## src/rtl/hilo_muldiv_if.sv

```systemverilog
// Request/response bundle between the EX stage and the HI/LO multiply/divide unit.
//   master : drives start/op/rs_val/rt_val, observes busy/done/div_by_zero/hi/lo
//   slave  : the multiply/divide unit itself
interface hilo_muldiv_if #(
   parameter int WIDTH = 32
);
   logic             start;
   logic [2:0]       op;
   logic [WIDTH-1:0] rs_val;
   logic [WIDTH-1:0] rt_val;
   logic             busy;
   logic             done;
   logic             div_by_zero;
   logic [WIDTH-1:0] hi;
   logic [WIDTH-1:0] lo;

   modport master (
      output start, op, rs_val, rt_val,
      input  busy, done, div_by_zero, hi, lo
   );

   modport slave (
      input  start, op, rs_val, rt_val,
      output busy, done, div_by_zero, hi, lo
   );
endinterface

```

## src/rtl/hilo_muldiv_unit.sv

```systemverilog
// Iterative multiply/divide unit owning the MIPS HI/LO registers.
// Handles MULT/MULTU (shift-add, LSB first) and DIV/DIVU (restoring, MSB first)
// in 33 clock edges after accept, plus single-edge MTHI/MTLO writes.
//   clk     : rising-edge clock
//   reset_n : asynchronous active-low reset, aborts any operation in flight
//   bus     : slave side of hilo_muldiv_if (start/op/rs_val/rt_val in,
//             busy/done/div_by_zero/hi/lo out)
//
// state  | meaning
// IDLE   | waiting for a request; MTHI/MTLO are served here
// RUN    | one multiply or divide iteration per edge, ITER edges
// FIX    | sign correction and HI/LO write-back, done pulses afterwards
module hilo_muldiv_unit #(
   parameter int WIDTH = 32,
   parameter int ITER  = WIDTH
) (
   input  logic          clk,
   input  logic          reset_n,
   hilo_muldiv_if.slave  bus
);
   localparam int CW = (ITER > 1) ? $clog2(ITER) : 1;
   localparam logic [CW-1:0] LAST = CW'(ITER - 1);

   typedef enum logic [1:0] {S_IDLE, S_RUN, S_FIX} state_t;

   state_t             state_q, state_d;
   logic [CW-1:0]      cnt_q, cnt_d;
   // a_q: multiplicand, or dividend shifting out / quotient shifting in
   // b_q: multiplier shifting right, or fixed divisor
   logic [WIDTH-1:0]   a_q, a_d, b_q, b_d;
   // acc_q: running product, or remainder in the upper half
   logic [2*WIDTH-1:0] acc_q, acc_d;
   logic [WIDTH-1:0]   hi_q, hi_d, lo_q, lo_d;
   logic               neg_a_q, neg_a_d, neg_b_q, neg_b_d;
   logic               is_div_q, is_div_d, dz_q, dz_d;
   logic               done_q, done_d, dzo_q, dzo_d;

   logic               accept, idle;
   logic [WIDTH:0]     mul_sum, rem_sh, rem_diff;
   logic               qbit;
   logic [2*WIDTH-1:0] prod_fix;
   logic [WIDTH-1:0]   quo_fix, rem_fix;

   assign idle   = (state_q == S_IDLE);
   assign accept = idle && bus.start && !bus.op[2];

   // State register
   always_ff @(posedge clk or negedge reset_n) begin
      if (!reset_n) state_q <= S_IDLE;
      else          state_q <= state_d;
   end

   // Next-state logic
   always_comb begin
      state_d = state_q;
      case (state_q)
         S_IDLE:  if (accept) state_d = S_RUN;
         S_RUN:   if (cnt_q == LAST) state_d = S_FIX;
         S_FIX:   state_d = S_IDLE;
         default: state_d = S_IDLE;
      endcase
   end

   // Outputs
   always_comb begin
      bus.busy        = (state_q != S_IDLE);
      bus.done        = done_q;
      bus.div_by_zero = dzo_q;
      bus.hi          = hi_q;
      bus.lo          = lo_q;
   end

   // One iteration of each engine, evaluated every cycle
   always_comb begin
      mul_sum  = {1'b0, acc_q[2*WIDTH-1:WIDTH]} + {1'b0, (b_q[0] ? a_q : '0)};
      rem_sh   = {acc_q[2*WIDTH-1:WIDTH], a_q[WIDTH-1]};
      rem_diff = rem_sh - {1'b0, b_q};
      qbit     = ~rem_diff[WIDTH];
   end

   // Sign correction; unsigned ops never set the neg flags
   always_comb begin
      prod_fix = (neg_a_q ^ neg_b_q) ? -acc_q : acc_q;
      quo_fix  = (neg_a_q ^ neg_b_q) ? -a_q : a_q;
      rem_fix  = neg_a_q ? -acc_q[2*WIDTH-1:WIDTH] : acc_q[2*WIDTH-1:WIDTH];
   end

   always_comb begin
      cnt_d    = cnt_q;
      a_d      = a_q;
      b_d      = b_q;
      acc_d    = acc_q;
      hi_d     = hi_q;
      lo_d     = lo_q;
      neg_a_d  = neg_a_q;
      neg_b_d  = neg_b_q;
      is_div_d = is_div_q;
      dz_d     = dz_q;
      done_d   = 1'b0;
      dzo_d    = 1'b0;
      case (state_q)
         S_IDLE: begin
            if (accept) begin
               neg_a_d  = !bus.op[0] && bus.rs_val[WIDTH-1];
               neg_b_d  = !bus.op[0] && bus.rt_val[WIDTH-1];
               a_d      = neg_a_d ? -bus.rs_val : bus.rs_val;
               b_d      = neg_b_d ? -bus.rt_val : bus.rt_val;
               is_div_d = bus.op[1];
               dz_d     = bus.op[1] && (bus.rt_val == '0);
               acc_d    = '0;
               cnt_d    = '0;
            end else if (bus.start && bus.op == 3'b100) begin
               hi_d = bus.rs_val;
            end else if (bus.start && bus.op == 3'b101) begin
               lo_d = bus.rs_val;
            end
         end
         S_RUN: begin
            cnt_d = cnt_q + 1'b1;
            if (is_div_q) begin
               // With a zero divisor every step "subtracts" 0, so the
               // remainder ends up as the dividend magnitude and rem_fix
               // restores the original rs value for HI.
               acc_d[2*WIDTH-1:WIDTH] = qbit ? rem_diff[WIDTH-1:0] : rem_sh[WIDTH-1:0];
               a_d = {a_q[WIDTH-2:0], qbit};
            end else begin
               acc_d = {mul_sum, acc_q[WIDTH-1:1]};
               b_d   = b_q >> 1;
            end
         end
         S_FIX: begin
            done_d = 1'b1;
            dzo_d  = dz_q;
            if (is_div_q) begin
               hi_d = rem_fix;
               lo_d = dz_q ? '1 : quo_fix;
            end else begin
               hi_d = prod_fix[2*WIDTH-1:WIDTH];
               lo_d = prod_fix[WIDTH-1:0];
            end
         end
         default: ;
      endcase
   end

   always_ff @(posedge clk or negedge reset_n) begin
      if (!reset_n) begin
         cnt_q    <= '0;
         a_q      <= '0;
         b_q      <= '0;
         acc_q    <= '0;
         hi_q     <= '0;
         lo_q     <= '0;
         neg_a_q  <= 1'b0;
         neg_b_q  <= 1'b0;
         is_div_q <= 1'b0;
         dz_q     <= 1'b0;
         done_q   <= 1'b0;
         dzo_q    <= 1'b0;
      end else begin
         cnt_q    <= cnt_d;
         a_q      <= a_d;
         b_q      <= b_d;
         acc_q    <= acc_d;
         hi_q     <= hi_d;
         lo_q     <= lo_d;
         neg_a_q  <= neg_a_d;
         neg_b_q  <= neg_b_d;
         is_div_q <= is_div_d;
         dz_q     <= dz_d;
         done_q   <= done_d;
         dzo_q    <= dzo_d;
      end
   end
endmodule

```

## src/flat_wrapper.sv

```systemverilog
// flat-port wrapper written by rule: the top's interface ports become plain ports
module hilo_muldiv_unit_flat 
#(
   parameter int WIDTH = 32,
   parameter int ITER  = WIDTH
)
  (clk, reset_n, bus_start, bus_op, bus_rs_val, bus_rt_val, bus_busy, bus_done, bus_div_by_zero, bus_hi, bus_lo);
  hilo_muldiv_if #(.WIDTH(WIDTH)) bus_i ();
  input  logic clk;
  input  logic reset_n;
  input wire logic [$bits(bus_i.start)-1:0] bus_start;
  input wire logic [$bits(bus_i.op)-1:0] bus_op;
  input wire logic [$bits(bus_i.rs_val)-1:0] bus_rs_val;
  input wire logic [$bits(bus_i.rt_val)-1:0] bus_rt_val;
  output wire logic [$bits(bus_i.busy)-1:0] bus_busy;
  output wire logic [$bits(bus_i.done)-1:0] bus_done;
  output wire logic [$bits(bus_i.div_by_zero)-1:0] bus_div_by_zero;
  output wire logic [$bits(bus_i.hi)-1:0] bus_hi;
  output wire logic [$bits(bus_i.lo)-1:0] bus_lo;
  assign bus_i.start = bus_start;
  assign bus_i.op = bus_op;
  assign bus_i.rs_val = bus_rs_val;
  assign bus_i.rt_val = bus_rt_val;
  assign bus_busy = bus_i.busy;
  assign bus_done = bus_i.done;
  assign bus_div_by_zero = bus_i.div_by_zero;
  assign bus_hi = bus_i.hi;
  assign bus_lo = bus_i.lo;
  hilo_muldiv_unit #(.WIDTH(WIDTH), .ITER(ITER)) u_core (.clk(clk), .reset_n(reset_n), .bus(bus_i));
endmodule
```

## config.mk

```make
export PLATFORM = sky130hd
export DESIGN_NAME = hilo_muldiv_unit_flat
export DESIGN_NICKNAME = d
export VERILOG_FILES = /design/src/rtl/hilo_muldiv_if.sv /design/src/rtl/hilo_muldiv_unit.sv /design/src/flat_wrapper.sv
export SDC_FILE = /design/constraint.sdc
export NUM_CORES = 1
export LEC_CHECK = 0
export BUFFER_PORTS_ARGS = -buffer_cell sky130_fd_sc_hd__buf_2
export CAP_MARGIN = 10
export CORE_AREA = 2 2 174 176
export CTS_BUF_LIST = sky130_fd_sc_hd__clkbuf_4 sky130_fd_sc_hd__clkbuf_8 sky130_fd_sc_hd__clkbuf_16
export DETAILED_ROUTE_END_ITERATION = 12
export DIE_AREA = 0 0 176 178
export GPL_ROUTABILITY_DRIVEN = 0
export GPL_TIMING_DRIVEN = 1
export PLACE_DENSITY = 0.75
export SYNTH_ARGS = -nofsm -noshare
export SYNTH_HDL_FRONTEND = slang
export SYNTH_SLANG_ARGS = --single-unit
```

## constraint.sdc

```tcl
create_clock -name clk -period 4.77 [get_ports clk]
set_input_delay 0.477 -clock clk [delete_from_list [all_inputs] [get_ports clk]]
set_output_delay 0.477 -clock clk [all_outputs]
set_load 0.01 [all_outputs]
```

Word level (Yosys, flattened, before mapping)
Cells that the tools add are included.
{"block": "totals", "reg_bits": 205, "inputBits": 70, "out_inout_bits": 67}
{"block": "op_classes", "bitwise_logic": 2, "n_mux": 34, "add_sub_neg": 8, "eq_ne": 13, "n_reduce_logical": 21}
{"op": "two-way mux 32 bit", "n": 20}
{"op": "one-hot mux 32 bit (2 select lines)", "n": 4}
{"op": "two-way mux 64 bit", "n": 2}
{"op": "negation 32 bit", "n": 4}
{"op": "one-hot mux 64 bit (2 select lines)", "n": 1}
{"op": "negation 64 bit", "n": 1}
{"op": "adder 32 x 32 -> 33 bit", "n": 1}
{"op": "subtractor 33 x 32 -> 33 bit", "n": 1}
{"op": "logical NOT 32 bit", "n": 1}
{"op": "!= test 2 bit, second input constant", "n": 5}
{"op": "one-hot mux 5 bit (2 select lines)", "n": 1}
{"op": "AND reduction 3 bit", "n": 3}
{"op": "logical AND 1 bit", "n": 7}
{"op": "equality test 3 bit, second input constant", "n": 2}
{"op": "!= test 2 x 1 -> 1 bit, second input constant", "n": 3}
{"op": "AND reduction 2 bit", "n": 3}
{"op": "nonzero test 2 bit", "n": 3}
{"op": "adder 5 x 1 -> 5 bit, second input constant", "n": 1}
{"op": "equality test 5 bit, second input constant", "n": 1}
{"op": "two-way mux 5 bit", "n": 1}
{"op": "two-way mux 2 bit", "n": 2}
{"op": "one-hot mux 2 bit (2 select lines)", "n": 1}
{"op": "AND reduction 4 bit", "n": 1}
{"op": "equality test 2 x 1 -> 1 bit, second input constant", "n": 1}
{"op": "6 further kinds", "n": 8}

Logic depth before layout (Yosys ltp)
Gate-level depths: netlist of the first run.
{"block": "depth", "ltp_word": 6, "depth_mapped": 14, "depth_no_buf": 13}

Least setup slack after synthesis of the first run
No wires, ideal clock.
{"block": "synth_path", "kind": "register to register", "from": "reg u_core.b_q[0]", "to": "reg u_core.acc_q[61]", "path_buffers": 1, "path_stages_with_launch": 15, "slack_ps": 1473, "setup_ps": 136, "arrival_time_ps": 3160, "period_less_slack_ps": 3297, "path_cell_list": "dfrtp_1 clkbuf_1 and2_1 ha_1 inv_1 fa_1 nand2b_1 a21oi_1 o21ai_0 o211ai_1 a2111oi_0 o31ai_1 a21oi_1 o21ai_0 or3b_2"}
{"block": "synth_via", "elab_chain_cells": 4, "elab_cells_between_ends": 6, "classes_between": "2 x add/sub; 4 x mux"}
{"item": "start, declared", "line": "hilo_muldiv_unit.sv:30", "source": "logic [WIDTH-1:0] a_q, a_d, b_q, b_d;"}
{"item": "start signal, assigned", "line": "hilo_muldiv_unit.sv:150", "source": "b_q <= '0;"}
{"item": "start signal, assigned", "line": "hilo_muldiv_unit.sv:163", "source": "b_q <= b_d;"}
{"item": "subtractor 33 x 32 -> 33 bit or two-way mux 32 bit (tied branches)", "line": "hilo_muldiv_unit.sv:77, hilo_muldiv_unit.sv:75"}
{"item": "two-way mux 32 bit or adder 32 x 32 -> 33 bit (tied branches)", "line": "hilo_muldiv_unit.sv:124, hilo_muldiv_unit.sv:75"}
{"item": "two-way mux 32 bit (*)", "line": "hilo_muldiv_unit.sv:120", "source": "if (is_div_q) begin"}
{"item": "one-hot mux 64 bit (2 select lines) (*)", "line": "hilo_muldiv_unit.sv:101", "source": "case (state_q)"}
{"item": "end signal, assigned", "line": "hilo_muldiv_unit.sv:151", "source": "acc_q <= '0;"}
{"item": "end signal, assigned", "line": "hilo_muldiv_unit.sv:164", "source": "acc_q <= acc_d;"}
{"item": "end, declared", "line": "hilo_muldiv_unit.sv:32", "source": "logic [2*WIDTH-1:0] acc_q, acc_d;"}
Every way passes the cells marked *; elsewhere a longest branch is shown, timed or not.
A chain may end at the register's enable or synchronous reset.

Worst setup path after layout of the first run
{"block": "layout_path", "from": "reg u_core.b_q[0]", "to": "reg u_core.acc_q[43]"}
The elaborated chain is that of the path after synthesis.

==> results.py, run 1 <==
metrics = {
    "routing": {
        "routed-via-count": 16080,
        "drt-wirelength-per-cell_um": 20.62,
        "detail_route.wirelength_um": 51010,
        "drt_first_pass_iters": 6,
        "m1WireLength_um": 20900,
        "dr.max_layer_used": "met4",
        "detailedRoute.firstIterationViolations": 1776,
        "wl_met3_um": 4643,
        "via_per_inst": 6.499,
        "number_of_remaining_drc_errors": 0,
        "amount_of_wire_on_met2_after_detailed_routing_um": 23380,
        "drtAntennaViolNets": 0,
    },
    "placement": {
        "place.port_buffers": 136,
        "dp_hpwl_um": 37340,
        "place_worst_setup_slack_ns": 0.6842,
    },
    "sta": {
        "timing.final.crit_period_ns": 4.145,
        "slew_viol_final": 0,
        "finalHoldViolations": 0,
        "final_cycle_utilization_of_the_critical_path_pct": 86.90,
        "post-route-worst-setup-slack_ns": 0.6248,
        "fmax_ghz": 0.2412,
        "grt_setup_unrepaired": "no",
        "timing.final.setup_violations": 0,
        "timing_worst_slew_pin_value_ns": 1.213,
        "slew_headroom_pct": 19.00,
        "fin_setup_tns_ns": 0,
        "final.setup_skew_ns": 0.01613,
    },
    "cells_and_area": {
        "layout.cells.most_common_list": "205 x sky130_fd_sc_hd__dfrtp_1, 203 x sky130_fd_sc_hd__o21ai_0, 199 x sky130_fd_sc_hd__nand2_1, 194 x sky130_fd_sc_hd__a21oi_1, 164 x sky130_fd_sc_hd__nor2_1",
        "final_nets": 2214,
        "fraction_of_layout_cells_with_a_size_suffix_above_1_pct": 11.32,
        "multiInputGateArea_sq_um": 10300,
        "seqCellArea_sq_um": 5130,
        "layout.cells.most_common": "sky130_fd_sc_hd__dfrtp_1",
        "num_antenna_cells": 0,
        "fillCellCount": 2584,
        "area_growth_pct": 11.60,
    },
    "synthesis": {
        "synth_top_flop_cell": "sky130_fd_sc_hd__dfrtp_1",
        "postSynthNetCount": 2140,
        "sequential_element_share_of_the_synthesized_area_pct": 31.94,
        "netlist-cell-type-count": 77,
        "synth.ff_latch_count": 205,
        "synth_top_cells_by_area": "sky130_fd_sc_hd__dfrtp_1 32%, sky130_fd_sc_hd__o21ai_0 6.3%, sky130_fd_sc_hd__xnor2_1 6.1%, sky130_fd_sc_hd__a21oi_1 6.0%, sky130_fd_sc_hd__ha_1 5.6%",
        "synth-edff-count": 0,
        "syn-instance-count": 1996,
        "post-synth-top-area-cell": "sky130_fd_sc_hd__dfrtp_1",
        "async_flop_share_pct": 100.0,
        "ys.warnings.count": 0,
        "synth.cell_area_sq_um": 16060,
        "synthDominantCellAreaShare_pct": 31.94,
        "synthesized_area_per_cell_sq_um": 8.048,
    },
    "die": {
        "boundaryPins": 137,
        "std_cell_rows": 63,
        "floorplan.initialDensity_pct": 54.63,
        "chipHeight_um": 178,
        "die_width_um": 176,
        "core-area_sq_um": 29400,
        "design.die.area_sq_um": 31330,
    },
    "power": {
        "internal_power_w": 0.007451,
        "p_switching_w": 0.007465,
        "power.sequential.fraction_pct": 24.4,
        "power.switching_fraction_pct": 50.05,
        "power_density_nw_per_um2": 832.1,
        "peakVddDrop_uv": 417.6,
        "combinationalPowerShare_pct": 62.1,
        "clock_power_share_pct": 13.5,
        "power.leakage_nw": 7.676,
    },
    "critical_path": {
        "endpoint_kind": "flop",
        "worst-path-max-fanout": 34,
        "crit_required_ns": 5.15,
        "timing.critical_path.from_type": "flop",
        "worstPathArrival_ns": 4.53,
        "critPathKind": "reg -> reg",
    },
    "global_route": {
        "grt_util_all_layers_pct": 32.27,
        "globalRoute.totalOverflow": 0,
        "grt_start_max_net_pins": 126,
        "via_count_of_the_first_global_routing_pass": 14940,
        "antenna_violations_before_repair": 0,
        "grt_first_pass_wirelength_um": 80950,
    },
    "clock_network": {
        "cts_hold_buffers": 0,
        "cts_tree": "done",
        "numClockSinks": 205,
        "cts.htree.levels": 1,
        "clock-root-buffer": "sky130_fd_sc_hd__clkbuf_16",
        "clock_tree.buffer_depth": 3,
        "cts.reportedPaths.clkPinSlew_ns": 0.06,
        "numCtsBuffers": 25,
        "cts_repair_resize_count": 0,
        "cts_setup_buffers": 0,
        "clkLatencyLatePin_ns": 0.53,
    },
    "status": {
        "run_status": "finished, final reports clean",
    },
    "hold_path": {
        "hold_path.class": "in -> async",
    },
    "flow_run": {
        "maxCapViolCount": 0,
    },
}
[area by class of cell]
type	instances	share of cell area, %
inverters	64	1.340
flip-flops and latches	205	28.62
clock buffers	35	4.083
clock inverters	6	0.7259
multi-input cells	1611	57.46
well taps	390	2.722
repair buffers	163	5.046
[power groups by stage]
stage	Clock [W]	Combinational (W)	Sequential, W
floorplan	0	0.00674	0.00329
global placement	0	0.00884	0.00357
detailed placement	0	0.00903	0.00361
CTS	0.00204	0.00909	0.00359
global route	0.00210	0.0102	0.00373
finish	0.00201	0.00926	0.00364
[flip-flops by register name, indices dropped and copies added (netlist names), 2 cells and up]
| signal | cells |
|---|---|
| u_core.a_q | 32 |
| u_core.acc_q | 64 |
| u_core.bus.hi | 32 |
| u_core.b_q | 32 |
| u_core.cnt_q | 5 |
| u_core.state_q | 2 |
| u_core.bus.lo | 32 |
[stage by stage]
step	util [%]	instance area, sq um	power, W	hold slack (ns)	instances
6_report	60.97	17930	0.01492	0.09641	2474
3_5_place_dp	58.04	17060	0.01264	0.4695	2433
2_1_floorplan	-	16060	0.01003	0.1814	1996
5_1_grt	60.97	17930	0.01600	0.2090	2474
3_3_place_gp	58.04	17060	0.01241	0.4595	2433
4_1_cts	60.97	17930	0.01471	0.1606	2474
[worst max-delay path, stage by stage (launching register included)]
cell and delay, ns:
sky130_fd_sc_hd__dfrtp_1 0.68, sky130_fd_sc_hd__ha_1 0.40, sky130_fd_sc_hd__fa_1 0.41, sky130_fd_sc_hd__nand2b_1 0.20
sky130_fd_sc_hd__a21oi_1 0.16, sky130_fd_sc_hd__o21ai_1 0.20, sky130_fd_sc_hd__o211ai_1 0.29, sky130_fd_sc_hd__a31oi_1 0.17
sky130_fd_sc_hd__xnor2_2 0.62, sky130_fd_sc_hd__buf_4 0.47, sky130_fd_sc_hd__mux2i_1 0.27, sky130_fd_sc_hd__o221ai_1 0.14
[final timing paths]
path	cells after the start	endpoint	startpoint	slack (ns)
min in group clk	2	u_core.b_q[31]	bus_rt_val[31]	0.26
max	11	u_core.acc_q[43]	u_core.b_q[0]	0.62
min	1	u_core.bus.lo[27]	reset_n	0.1
min reg2reg	2	u_core.bus.lo[24]	u_core.bus.lo[24]	0.47
max in group asynchronous	2	u_core.neg_b_q	reset_n	3.61
max reg2reg	11	u_core.acc_q[43]	u_core.b_q[0]	0.62
[synth_stat cells, types with 5 or more instances]
cell type,count
sky130_fd_sc_hd__a211oi_1,13
sky130_fd_sc_hd__a21o_1,13
sky130_fd_sc_hd__a21oi_1,194
sky130_fd_sc_hd__a221o_1,10
sky130_fd_sc_hd__a221oi_1,9
sky130_fd_sc_hd__a22o_1,32
sky130_fd_sc_hd__a22oi_1,20
sky130_fd_sc_hd__a31oi_1,35
sky130_fd_sc_hd__and2_1,35
sky130_fd_sc_hd__and3_1,13
sky130_fd_sc_hd__buf_1,11
sky130_fd_sc_hd__clkbuf_1,99
sky130_fd_sc_hd__dfrtp_1,205
sky130_fd_sc_hd__ha_1,72
sky130_fd_sc_hd__inv_1,63
sky130_fd_sc_hd__mux2i_1,26
sky130_fd_sc_hd__nand2_1,199
sky130_fd_sc_hd__nand2b_1,21
sky130_fd_sc_hd__nand3_1,20
sky130_fd_sc_hd__nand3b_1,6
sky130_fd_sc_hd__nand4_1,15
sky130_fd_sc_hd__nor2_1,169
sky130_fd_sc_hd__nor2b_1,10
sky130_fd_sc_hd__nor3_1,48
sky130_fd_sc_hd__nor3b_1,5
sky130_fd_sc_hd__nor4_1,20
sky130_fd_sc_hd__o211ai_1,18
sky130_fd_sc_hd__o21a_1,9
sky130_fd_sc_hd__o21ai_0,203
sky130_fd_sc_hd__o221ai_1,35
sky130_fd_sc_hd__o22ai_1,12
sky130_fd_sc_hd__o31ai_1,26
sky130_fd_sc_hd__o41ai_1,17
sky130_fd_sc_hd__or2_2,8
sky130_fd_sc_hd__or3_1,29
sky130_fd_sc_hd__or4_1,16
sky130_fd_sc_hd__xnor2_1,112
sky130_fd_sc_hd__xor2_1,85
[routing by layer]
layer  vias up  global-route usage [%]
met2       885                   52.61
li1       7434                       -
met1      7615                   43.58
met5         -                       0
met4         0                   13.64
met3       144                   4.007
[logic make-up (layout without fill, tap and decap cells)]
family          count (synthesis)  after routing  share of synthesized area, %
compound gates                680            680                         26.43
simple gates                  633            633                         19.01
flops                         205            205                         31.94
xor+xnor                      197            197                         10.74
buf+inv                       180            268                         4.339
fa+ha+maj                      74             74                         5.858
mux                            27             27                         1.690
Note: power is estimated with default switching activity, not from simulation.
==> run 2, diff against run 1 <==
==> constraint.sdc (replaced) <==
create_clock -name clk -period 4.77 [get_ports clk]
set_input_delay 0.954 -clock clk [delete_from_list [all_inputs] [get_ports clk]]
set_output_delay 0.954 -clock clk [all_outputs]
set_load 0.01 [all_outputs]
==> results.py, run 2 (synthesis gave the netlist of run 1 again) <==
metrics = {
    "critical_path": {
        "crit_required_ns": 5.16,
        "worst-path-max-fanout": 34,
        "worst_r2r_path_depth": 11,
        "rr_startpoint": "u_core.b_q[0]",
        "cp_cell_sequence": "ha_1, fa_1, nand2b_1, a21oi_1, o21ai_1, o211ai_1, a31oi_1, xnor2_2, buf_12, mux2i_1, o21ai_0",
        "critPathKind": "reg -> reg",
        "endpoint_kind": "flop",
        "crit-reg2reg-capture": "u_core.acc_q[50]",
        "timing.critical_path.from_type": "flop",
        "worstPathArrival_ns": 4.46,
        "critPathSlowestCell": "sky130_fd_sc_hd__xnor2_2",
        "worst_path_largest_cell_delay_ns": 0.70,
        "rrSetupSlack_ns": 0.70,
        "timing_startpoint_of_the_critical_path": "u_core.b_q[0]",
    },
    "clock_network": {
        "clock_tree.buffer_depth": 3,
        "cts_hold_buffers": 0,
        "numCtsBuffers": 25,
        "cts_tree": "done",
        "numClockSinks": 205,
        "clkLatencyLatePin_ns": 0.56,
        "clock-root-buffer": "sky130_fd_sc_hd__clkbuf_16",
        "cts.reportedPaths.clkPinSlew_ns": 0.05,
        "cts_setup_buffers": 0,
        "cts.htree.levels": 1,
        "cts_repair_resize_count": 0,
    },
    "cells_and_area": {
        "final_util_pct": 60.79,
        "largest_reg_flops": 64,
        "largest-register": "u_core.acc_q",
        "layout.cells.most_common_list": "205 x sky130_fd_sc_hd__dfrtp_1, 203 x sky130_fd_sc_hd__o21ai_0, 199 x sky130_fd_sc_hd__nand2_1, 194 x sky130_fd_sc_hd__a21oi_1, 164 x sky130_fd_sc_hd__nor2_1",
        "layout.cells.most_common": "sky130_fd_sc_hd__dfrtp_1",
        "final_nets": 2216,
        "multiInputGateArea_sq_um": 10300,
        "seqCellArea_sq_um": 5130,
        "fraction_of_layout_cells_with_a_size_suffix_above_1_pct": 11.41,
        "num_antenna_cells": 0,
        "area_growth_pct": 11.28,
        "fillCellCount": 2621,
    },
    "global_route": {
        "globalRoute.totalOverflow": 0,
        "via_count_of_the_first_global_routing_pass": 14950,
        "grt_start_max_net_pins": 111,
        "antenna_violations_before_repair": 0,
        "grt_util_all_layers_pct": 31.84,
        "grt_first_pass_wirelength_um": 79920,
    },
    "die": {
        "die_width_um": 176,
        "design.die.area_sq_um": 31330,
        "floorplan.initialDensity_pct": 54.63,
        "boundaryPins": 137,
        "std_cell_rows": 63,
        "chipHeight_um": 178,
        "core-area_sq_um": 29400,
    },
    "power": {
        "power.leakage_nw": 7.658,
        "peakVddDrop_uv": 376.7,
        "power_density_nw_per_um2": 825.8,
    },
    "sta": {
        "slew_viol_final": 0,
        "grt_setup_unrepaired": "no",
        "timing_worst_slew_pin_value_ns": 1.300,
        "slew_headroom_pct": 13.26,
        "final.setup_skew_ns": 0.02181,
        "timing.final.crit_period_ns": 4.068,
        "fin_setup_tns_ns": 0,
        "finalHoldViolations": 0,
        "fmax_ghz": 0.2458,
        "timing.final.setup_violations": 0,
        "final_cycle_utilization_of_the_critical_path_pct": 85.28,
        "final.hold.worst_slack_ns": 0.4781,
    },
    "flow_run": {
        "maxCapViolCount": 0,
    },
    "routing": {
        "via_per_inst": 6.477,
        "number_of_remaining_drc_errors": 0,
        "amount_of_wire_on_met2_after_detailed_routing_um": 23040,
        "m1WireLength_um": 20760,
        "drt-wirelength-per-cell_um": 20.47,
        "drt_first_pass_iters": 6,
        "routed-via-count": 16040,
        "dr.max_layer_used": "met4",
        "detail_route.wirelength_um": 50690,
        "detailedRoute.firstIterationViolations": 1912,
        "wl_met3_um": 4614,
        "drtAntennaViolNets": 0,
    },
    "hold_path": {
        "hp-start": "u_core.cnt_q[3]",
        "hold_depth": 1,
        "hold_path.class": "reg -> reg",
        "timing.hold.worst_endpoint": "u_core.cnt_q[3]",
    },
    "placement": {
        "place.port_buffers": 136,
        "dp_hpwl_um": 36960,
    },
    "status": {
        "run_status": "finished, final reports clean",
    },
}
run 2: cell count changes in the layout (fill, tap and decap cells not counted):
cell / previous run / this run
sky130_fd_sc_hd__buf_12: 1 / 2
sky130_fd_sc_hd__clkbuf_4: 5 / 6
sky130_fd_sc_hd__inv_16: 0 / 1
sky130_fd_sc_hd__clkinv_2: 2 / 4
sky130_fd_sc_hd__bufinv_16: 4 / 0
sky130_fd_sc_hd__buf_6: 0 / 1
run 2: critical path: cells and delay by family (launching register included):
kind	cells	cell delay, ns
adders and majority gates	2	0.81
xor gates and xnor gates	1	0.70
and+or+nand+nor	1	0.20
AOI/OAI and AO/OA	5	1.00
buffers and inverters	1	0.29
DFF	1	0.68
muxes	1	0.24
run 2: area by class of cell:
type	instances	area share, %
multi-input cells	1611	57.63
flip-flops and latches	205	28.70
repair buffers	165	5.236
clock buffers	36	4.137
well taps	390	2.730
inverters	64	1.344
clock inverters	5	0.2240
run 2: worst max path at each step:
stage | end | slack (ns)
floorplan | u_core.acc_q[61] | 1.47
global placement | u_core.acc_q[61] | 0.88
detailed placement | u_core.acc_q[61] | 0.78
CTS | u_core.acc_q[50] | 0.73
global route | u_core.acc_q[50] | 0.36
finish | u_core.acc_q[50] | 0.70
run 2: routing by layer:
| metal | vias up | track usage (%) |
|---|---|---|
| li1 | 7442 | - |
| met3 | 165 | 4.518 |
| met1 | 7578 | 42.43 |
| met2 | 853 | 51.92 |
| met4 | 0 | 13.88 |
| met5 | - | 0 |
run 2: power breakdown:
part	total, W	leakage [nW]	switching (W)	internal, W
clock	0.00184	0.397	0.000765	0.00107
combinational	0.00925	4.71	0.00553	0.00371
sequential	0.00368	2.55	0.00118	0.00250
total	0.0148	7.66	0.00747	0.00729
run 2: through the flow:
step / std cells / setup slack (ns) / total power, W / area, sq um
floorplan: 1996 / 1.473 / 0.01003 / 16060
global placement: 2433 / 0.8769 / 0.01240 / 17080
detailed placement: 2433 / 0.7797 / 0.01264 / 17080
CTS: 2474 / 0.7268 / 0.01454 / 17860
global route: 2476 / 0.3644 / 0.01580 / 17870
finish: 2476 / 0.7019 / 0.01476 / 17870
